$ cat src/rtl/uart_msg_receiver.sv
// Assembles terminator-delimited messages from a UART RX byte stream and
// holds each complete message until the consumer acknowledges it.
module uart_msg_receiver #(
    parameter int unsigned MAX_LEN   = 16,
    parameter logic [7:0]  TERM_CHAR = 8'h0D,
    localparam int unsigned LEN_W    = $clog2(MAX_LEN + 1)
) (
    input  logic                 clk,
    input  logic                 rst_n,
    input  logic                 rx_valid,
    input  logic [7:0]           rx_data,
    input  logic                 rx_err,
    input  logic                 msg_ack,
    output logic                 msg_valid,
    output logic [LEN_W-1:0]     msg_len,
    output logic [8*MAX_LEN-1:0] msg_data,
    output logic                 msg_dropped,
    output logic                 rx_lost
);

    localparam logic [1:0] ST_IDLE    = 2'd0;
    localparam logic [1:0] ST_COLLECT = 2'd1;
    localparam logic [1:0] ST_DISCARD = 2'd2;
    localparam logic [1:0] ST_DONE    = 2'd3;

    logic [1:0]           state_q, state_d;
    logic [LEN_W-1:0]     count_q, count_d;
    logic [8*MAX_LEN-1:0] buf_q, buf_d;
    logic [LEN_W-1:0]     len_q, len_d;
    logic                 valid_q, valid_d;
    logic                 dropped_q, dropped_d;
    logic                 lost_q, lost_d;

    logic byte_v;
    logic is_term;

    // An error strobe masks a byte arriving in the same cycle.
    assign byte_v  = rx_valid & ~rx_err;
    assign is_term = (rx_data == TERM_CHAR);

    always_comb begin
        state_d   = state_q;
        count_d   = count_q;
        buf_d     = buf_q;
        len_d     = len_q;
        valid_d   = valid_q;
        dropped_d = 1'b0;
        lost_d    = 1'b0;
        case (state_q)
            ST_IDLE: begin
                if (byte_v && !is_term) begin
                    buf_d       = '0;
                    buf_d[7:0]  = rx_data;
                    count_d     = LEN_W'(1);
                    state_d     = ST_COLLECT;
                end
            end
            ST_COLLECT: begin
                if (rx_err) begin
                    state_d = ST_DISCARD;
                end else if (rx_valid) begin
                    if (is_term) begin
                        len_d   = count_q;
                        valid_d = 1'b1;
                        state_d = ST_DONE;
                    end else if (count_q == LEN_W'(MAX_LEN)) begin
                        state_d = ST_DISCARD;
                    end else begin
                        for (int i = 0; i < int'(MAX_LEN); i++) begin
                            if (count_q == LEN_W'(i)) begin
                                buf_d[8*i +: 8] = rx_data;
                            end
                        end
                        count_d = count_q + LEN_W'(1);
                    end
                end
            end
            ST_DISCARD: begin
                if (byte_v && is_term) begin
                    dropped_d = 1'b1;
                    state_d   = ST_IDLE;
                end
            end
            default: begin
                if (byte_v) begin
                    lost_d = 1'b1;
                end
                if (msg_ack) begin
                    valid_d = 1'b0;
                    state_d = ST_IDLE;
                end
            end
        endcase
    end

    always_ff @(posedge clk or negedge rst_n) begin
        if (!rst_n) begin
            state_q   <= ST_IDLE;
            count_q   <= '0;
            buf_q     <= '0;
            len_q     <= '0;
            valid_q   <= 1'b0;
            dropped_q <= 1'b0;
            lost_q    <= 1'b0;
        end else begin
            state_q   <= state_d;
            count_q   <= count_d;
            buf_q     <= buf_d;
            len_q     <= len_d;
            valid_q   <= valid_d;
            dropped_q <= dropped_d;
            lost_q    <= lost_d;
        end
    end

    assign msg_valid   = valid_q;
    assign msg_len     = len_q;
    assign msg_data    = buf_q;
    assign msg_dropped = dropped_q;
    assign rx_lost     = lost_q;

endmodule

$ cat config.mk
export PLATFORM = sky130hd
export DESIGN_NAME = uart_msg_receiver
export DESIGN_NICKNAME = d
export VERILOG_FILES = /design/src/rtl/uart_msg_receiver.sv
export SDC_FILE = /design/constraint.sdc
export NUM_CORES = 1
export LEC_CHECK = 0
export ABC_AREA = 0
export CAP_MARGIN = 20
export CORE_MARGIN = 1.5
export CORE_UTILIZATION = 45
export CTS_BUF_LIST = sky130_fd_sc_hd__clkbuf_8
export DETAILED_ROUTE_END_ITERATION = 16
export MAX_ROUTING_LAYER = met4
export PLACE_DENSITY = 0.81
export SYNTH_ARGS = -nofsm -noshare
export SYNTH_HDL_FRONTEND = slang
export SYNTH_SLANG_ARGS = --single-unit
$ cat constraint.sdc
create_clock -name clk -period 4.4 [get_ports clk]
set_input_delay 0.88 -clock clk [delete_from_list [all_inputs] [get_ports clk]]
set_output_delay 0.88 -clock clk [all_outputs]
set_load 0.01 [all_outputs]
# --- After elaboration in Yosys (flattened, before gate mapping) ---
# Index checks and enable logic that the tools add are counted.
word_totals:
  reg_bits: 143
  inputBits: 13
  output_inout_bits: 136
  elab_cells: 145
op_classes:
  n_addsub: 1
  eq_ne: 44
  n_mux: 45
  n_bitwise: 3
  n_reduce_logical: 30
ops:
  columns: ["cell", "n"]
  rows:
  - ["2-to-1 mux 128 bit", 5]
  - ["one-hot mux 128 bit (2 select lines)", 1]
  - ["2-to-1 mux 8 bit", 16]
  - ["AND reduction 7 bit", 16]
  - ["!= test 2 bit, second input constant", 23]
  - ["== test 5 x 4 -> 1 bit, second input constant", 8]
  - ["2-to-1 mux 5 bit", 5]
  - ["== test 5 x 3 -> 1 bit, second input constant", 4]
  - ["2-to-1 mux 2 bit", 7]
  - ["== test 5 x 2 -> 1 bit, second input constant", 2]
  - ["one-hot mux 5 bit (2 select lines)", 1]
  - ["AND reduction 5 bit", 2]
  - ["== test 8 x 4 -> 1 bit, second input constant", 1]
  - ["2-to-1 mux 1 bit", 8]
  - ["one-hot mux 2 bit (3 select lines)", 1]
  - ["AND reduction 6 bit", 1]
  - ["adder 5 x 1 -> 5 bit, second input constant", 1]
  - ["== test 5 x 1 -> 1 bit, second input constant", 1]
  - ["== test 5 bit, second input constant", 1]
  - ["logical NOT 5 bit", 1]
  - ["!= test 4 bit, second input constant", 1]
  - ["AND reduction 4 bit", 1]
  - ["nonzero test 2 bit", 2]
  - ["nonzero test 4 bit", 1]
  - ["other kinds (11)", 13]

# --- Logic depth before layout (Yosys ltp) ---
depth:
  depth_word: 7
  ltp_mapped: 6
  mapped_depth_nobuf: 6

# --- Worst setup path before layout ---
# OpenSTA, ideal clock, no wires.
synth_path:
  kind: "input to register"
  startpoint: "input port rx_data[5]"
  endpoint: "register buf_q[48] (netlist: msg_data[48])"
  setup_ns: 0.125
  arrival_time_ns: 2.123
  required_ns: 4.275
  path_slack_ns: 2.152
  path_stages: 5
  n_path_buf: 1
  path_cell_list: "and4bb_4 > a21bo_2 > buf_6 > a21oi_4 > mux2_4"
synth_between:
  elab_chain_cells: 5
  word_cells_on_any_way: 6
  classes_between: "eq/ne (3); reduce/logical (3)"
synth_rtl:
  columns: ["element", "line", "source"]
  rows:
  - ["from (decl)", "11", "input logic [7:0] rx_data,"]
  - ["== test 8 x 4 -> 1 bit (*)", "39", "assign is_term = (rx_data == TERM_CHAR);"]
  - ["logical NOT 1 bit", "51", "if (byte_v && !is_term) begin"]
  - ["logical AND 1 bit", "51", null]
  - ["!= test 2 bit (no line)", null, null]
  - ["AND reduction 7 bit (no line) (*)", null, null]
  - ["to (signal assigned)", "108", "buf_q <= buf_d;"]
  - ["to (decl)", "28", "logic [8*MAX_LEN-1:0] buf_q, buf_d;"]
# Every way passes the cells marked *; elsewhere a longest branch is shown, timed or not.
# A chain may end at the register's enable or synchronous reset.

# --- Worst setup path after layout ---
layout_path:
  startpoint: "input port rx_data[4]"
  endpoint: "register buf_q[30] (netlist: msg_data[30])"
# The elaborated chain is that of the path after synthesis.

==> results.sh <==
export IMPL_run_status="finished clean"
export IMPL_drc=0
export IMPL_crit_family="compound AO/OA/AOI/OAI gates"
export IMPL_cts_sinks=143
export IMPL_slew_violations=0
export IMPL_critPathBufInv=1
export IMPL_fill_cells=928
export IMPL_dp_hpwl_mm=9.93
export IMPL_port_buffers=148
export IMPL_setup_ws_ns=1.62
export IMPL_worst_pin_slew_ns=0.899
export IMPL_postCtsSetupRepairBufs=0
export IMPL_setup_tns_ns=0
export IMPL_cts_tree="yes"
export IMPL_crit_path_start_kind="input port"
export IMPL_cts_htree_levels=4
export IMPL_die_w_um=118
export IMPL_start_util_pct=46.6
export IMPL_clockBufferDepth=2
export IMPL_die_h_um=118
export IMPL_grt_pass1_vias=4076
export IMPL_synth_ff_type="dfrtp_1"
export IMPL_root_buffer="clkbuf_8"
export IMPL_antenna_cells=0
export IMPL_met2_usage_pct=33.9
export IMPL_layout_drive_gt1_share_pct=33.5
export IMPL_crit_path_max_incr_delay_ns=0.78
export IMPL_drt_first_pass_iters=4
export IMPL_cts_buffers_inserted=17
export IMPL_rsz0062_at_grt="false"
export IMPL_grt_max_degree=83
export IMPL_ant_nets=0
export IMPL_die_area_um2=13900
export IMPL_synth_nets=410
export IMPL_fin_crit_ns=2.78
export IMPL_synth_cell_types=39
export IMPL_busiest_layer="met2"
export IMPL_finClkSkew_ns=0.0121
export IMPL_synth_top_area_cell="dfrtp_1"
export IMPL_netlist_area_leader_share_pct=60.1
export IMPL_end_kind="register"
export IMPL_synth_commonest_cells="143 x dfrtp_1, 120 x mux2_2, 18 x nand2_1, 14 x a21oi_4, 10 x and3_1"
export IMPL_pre_cts_ws_ns=1.16
export IMPL_use_met1_pct=27.4
export IMPL_critical_path_required_ns=4.73
export IMPL_synthCells=392
export IMPL_fin_nets=561
export IMPL_grt_ovfl_total=0
export IMPL_cp_max_fo=21
export IMPL_drt_wl_total_mm=14.3
export IMPL_grtUsageMet3_pct=7.03
export IMPL_core_area_um2=12800
export IMPL_clk_pin_slew_worst_paths_ns=0.07
export IMPL_post_route_period_util_pct=63.1
export IMPL_ys_seq_area_share_pct=60.1
export IMPL_avgViaCountPerCell=5.21
export IMPL_grt_first_pass_wirelength_mm=23.1
export IMPL_syn_to_final_growth_pct=33.9
export IMPL_vdd_ir_drop_max_v=0.000341
export IMPL_synth_edf_count=0
export IMPL_finalHoldViolations=0
export IMPL_syn_mean_instance_area_um2=15.2
export IMPL_cap_violations=0
export IMPL_ys_warn_count=0
export IMPL_critPathSlowestCell="a21bo_2"
export IMPL_ios=149
export IMPL_core_rowCount=41
export IMPL_p_leak_nw=3.60
export IMPL_utilization_pct=62.4
export IMPL_relSlewSlack_pct=40.1
export IMPL_synth_seq_cells=143
export IMPL_ctsResizeCount=0
export IMPL_place_congestion=0.808
export IMPL_wire_per_inst_um=19.6
export IMPL_power_density_nw_per_um2=726
export IMPL_first_iter_violations=179
export IMPL_crit_type="in -> reg"
export IMPL_synth_area_top_cells="dfrtp_1 60%, mux2_2 23%, a21oi_4 3.8%"
export IMPL_ctsHoldBuffers=0
export IMPL_crit_path_cell_trace="clkdlybuf4s50_1 -> nor4b_4 -> a21bo_2 -> a21oi_2 -> mux2_2"
export IMPL_clk_latency_ns=0.45
export IMPL_grt_total_usage_pct=22.4
export IMPL_antenna_found_initial=0
export IMPL_synth_most_common_cell="dfrtp_1"
export IMPL_synthArstFlopShare_pct=100
export IMPL_fmax_mhz=360
export IMPL_arrival_ns=3.11
export IMPL_vias=3792
export IMPL_syn_area_um2=5960
export IMPL_hold_class="in -> async"
export IMPL_setup_viol=0
report_power, final:
part           switching [W]  leakage, nW  internal, W
Sequential          0.000425         1.91      0.00187
Clock               0.000489        0.198     0.000517
Combinational        0.00104         1.49      0.00145
Total                0.00195         3.60      0.00384
layout make-up:
type	count	area (um^2)	share of cell area, %
Multi-Input combinational cell	225	2270	28.5
Inverter	6	22.5	0.282
Sequential cell	143	3580	44.9
Clock buffer	22	303	3.80
Clock inverter	10	85.1	1.07
Timing Repair Buffer	150	1500	18.8
Tap cell	172	215	2.70
logic make-up after synthesis:
kind of cell / Yosys count / share of synthesized area (%)
AO/OA/AOI/OAI: 35 / 6.34
adder cells (fa/ha/maj): 5 / 1.05
buffers and inverters: 24 / 1.78
flip-flops: 143 / 60.1
multiplexers: 133 / 25.6
AND/OR/NAND/NOR: 52 / 5.12
layer usage:
layer | vias to the layer above | wire length (um)
met5 | - | 0
met4 | 0 | 454
li1 | 1688 | -
met2 | 135 | 6850
met3 | 35 | 840
met1 | 1934 | 6150
state kept, by name, indices dropped and copies added (netlist names):
register	flops
count_q	5
rx_lost	1
msg_dropped	1
msg_valid	1
msg_data	128
state_q	2
msg_len	5
placed cells by master (no fill, tap or decap), types with 2 or more instances in the layout:
cell type,n
dfrtp_1,142
a21oi_4,14
ha_1,5
nor2b_1,8
mux2_2,120
clkinv_2,4
nand2b_1,2
clkinvlp_4,3
and3_1,10
clkbuf_8,22
o21ai_0,5
nand3_1,5
mux2_1,5
nor2_1,3
nand2_1,18
buf_4,2
a21oi_1,3
inv_1,7
mux2_4,8
clkdlybuf4s50_1,147
path summary, 6_finish.rpt:
| path | from | end | slack, ns | depth (start not counted) |
|---|---|---|---|---|
| worst max-delay path | rx_data[4] | msg_data[30]$_DFFE_PN0P_ | 1.62 | 5 |
| worst min-delay path | rst_n | msg_data[13]$_DFFE_PN0P_ | 0.47 | 1 |
| worst max register to register | state_q[0]$_DFFE_PN0P_ | msg_data[124]$_DFFE_PN0P_ | 2.10 | 3 |
| worst min register to register | msg_len[4]$_DFFE_PN0P_ | msg_len[4]$_DFFE_PN0P_ | 0.50 | 1 |
| max in group asynchronous | rst_n | state_q[0]$_DFFE_PN0P_ | 2.98 | 2 |
| min in group clk | msg_len[4]$_DFFE_PN0P_ | msg_len[4]$_DFFE_PN0P_ | 0.50 | 1 |
stage by stage:
stage,area (um^2),total power [W],cells,hold WS (ns)
after global placement,7590,0.00473,696,0.471
after detailed placement,7590,0.00481,696,0.483
final,7980,0.00579,728,0.468
after global routing,7980,0.00609,728,0.515
after floorplan,5960,0.00339,392,0.529
after CTS,7980,0.00584,728,0.479
(Power assumes the default switching activity.)
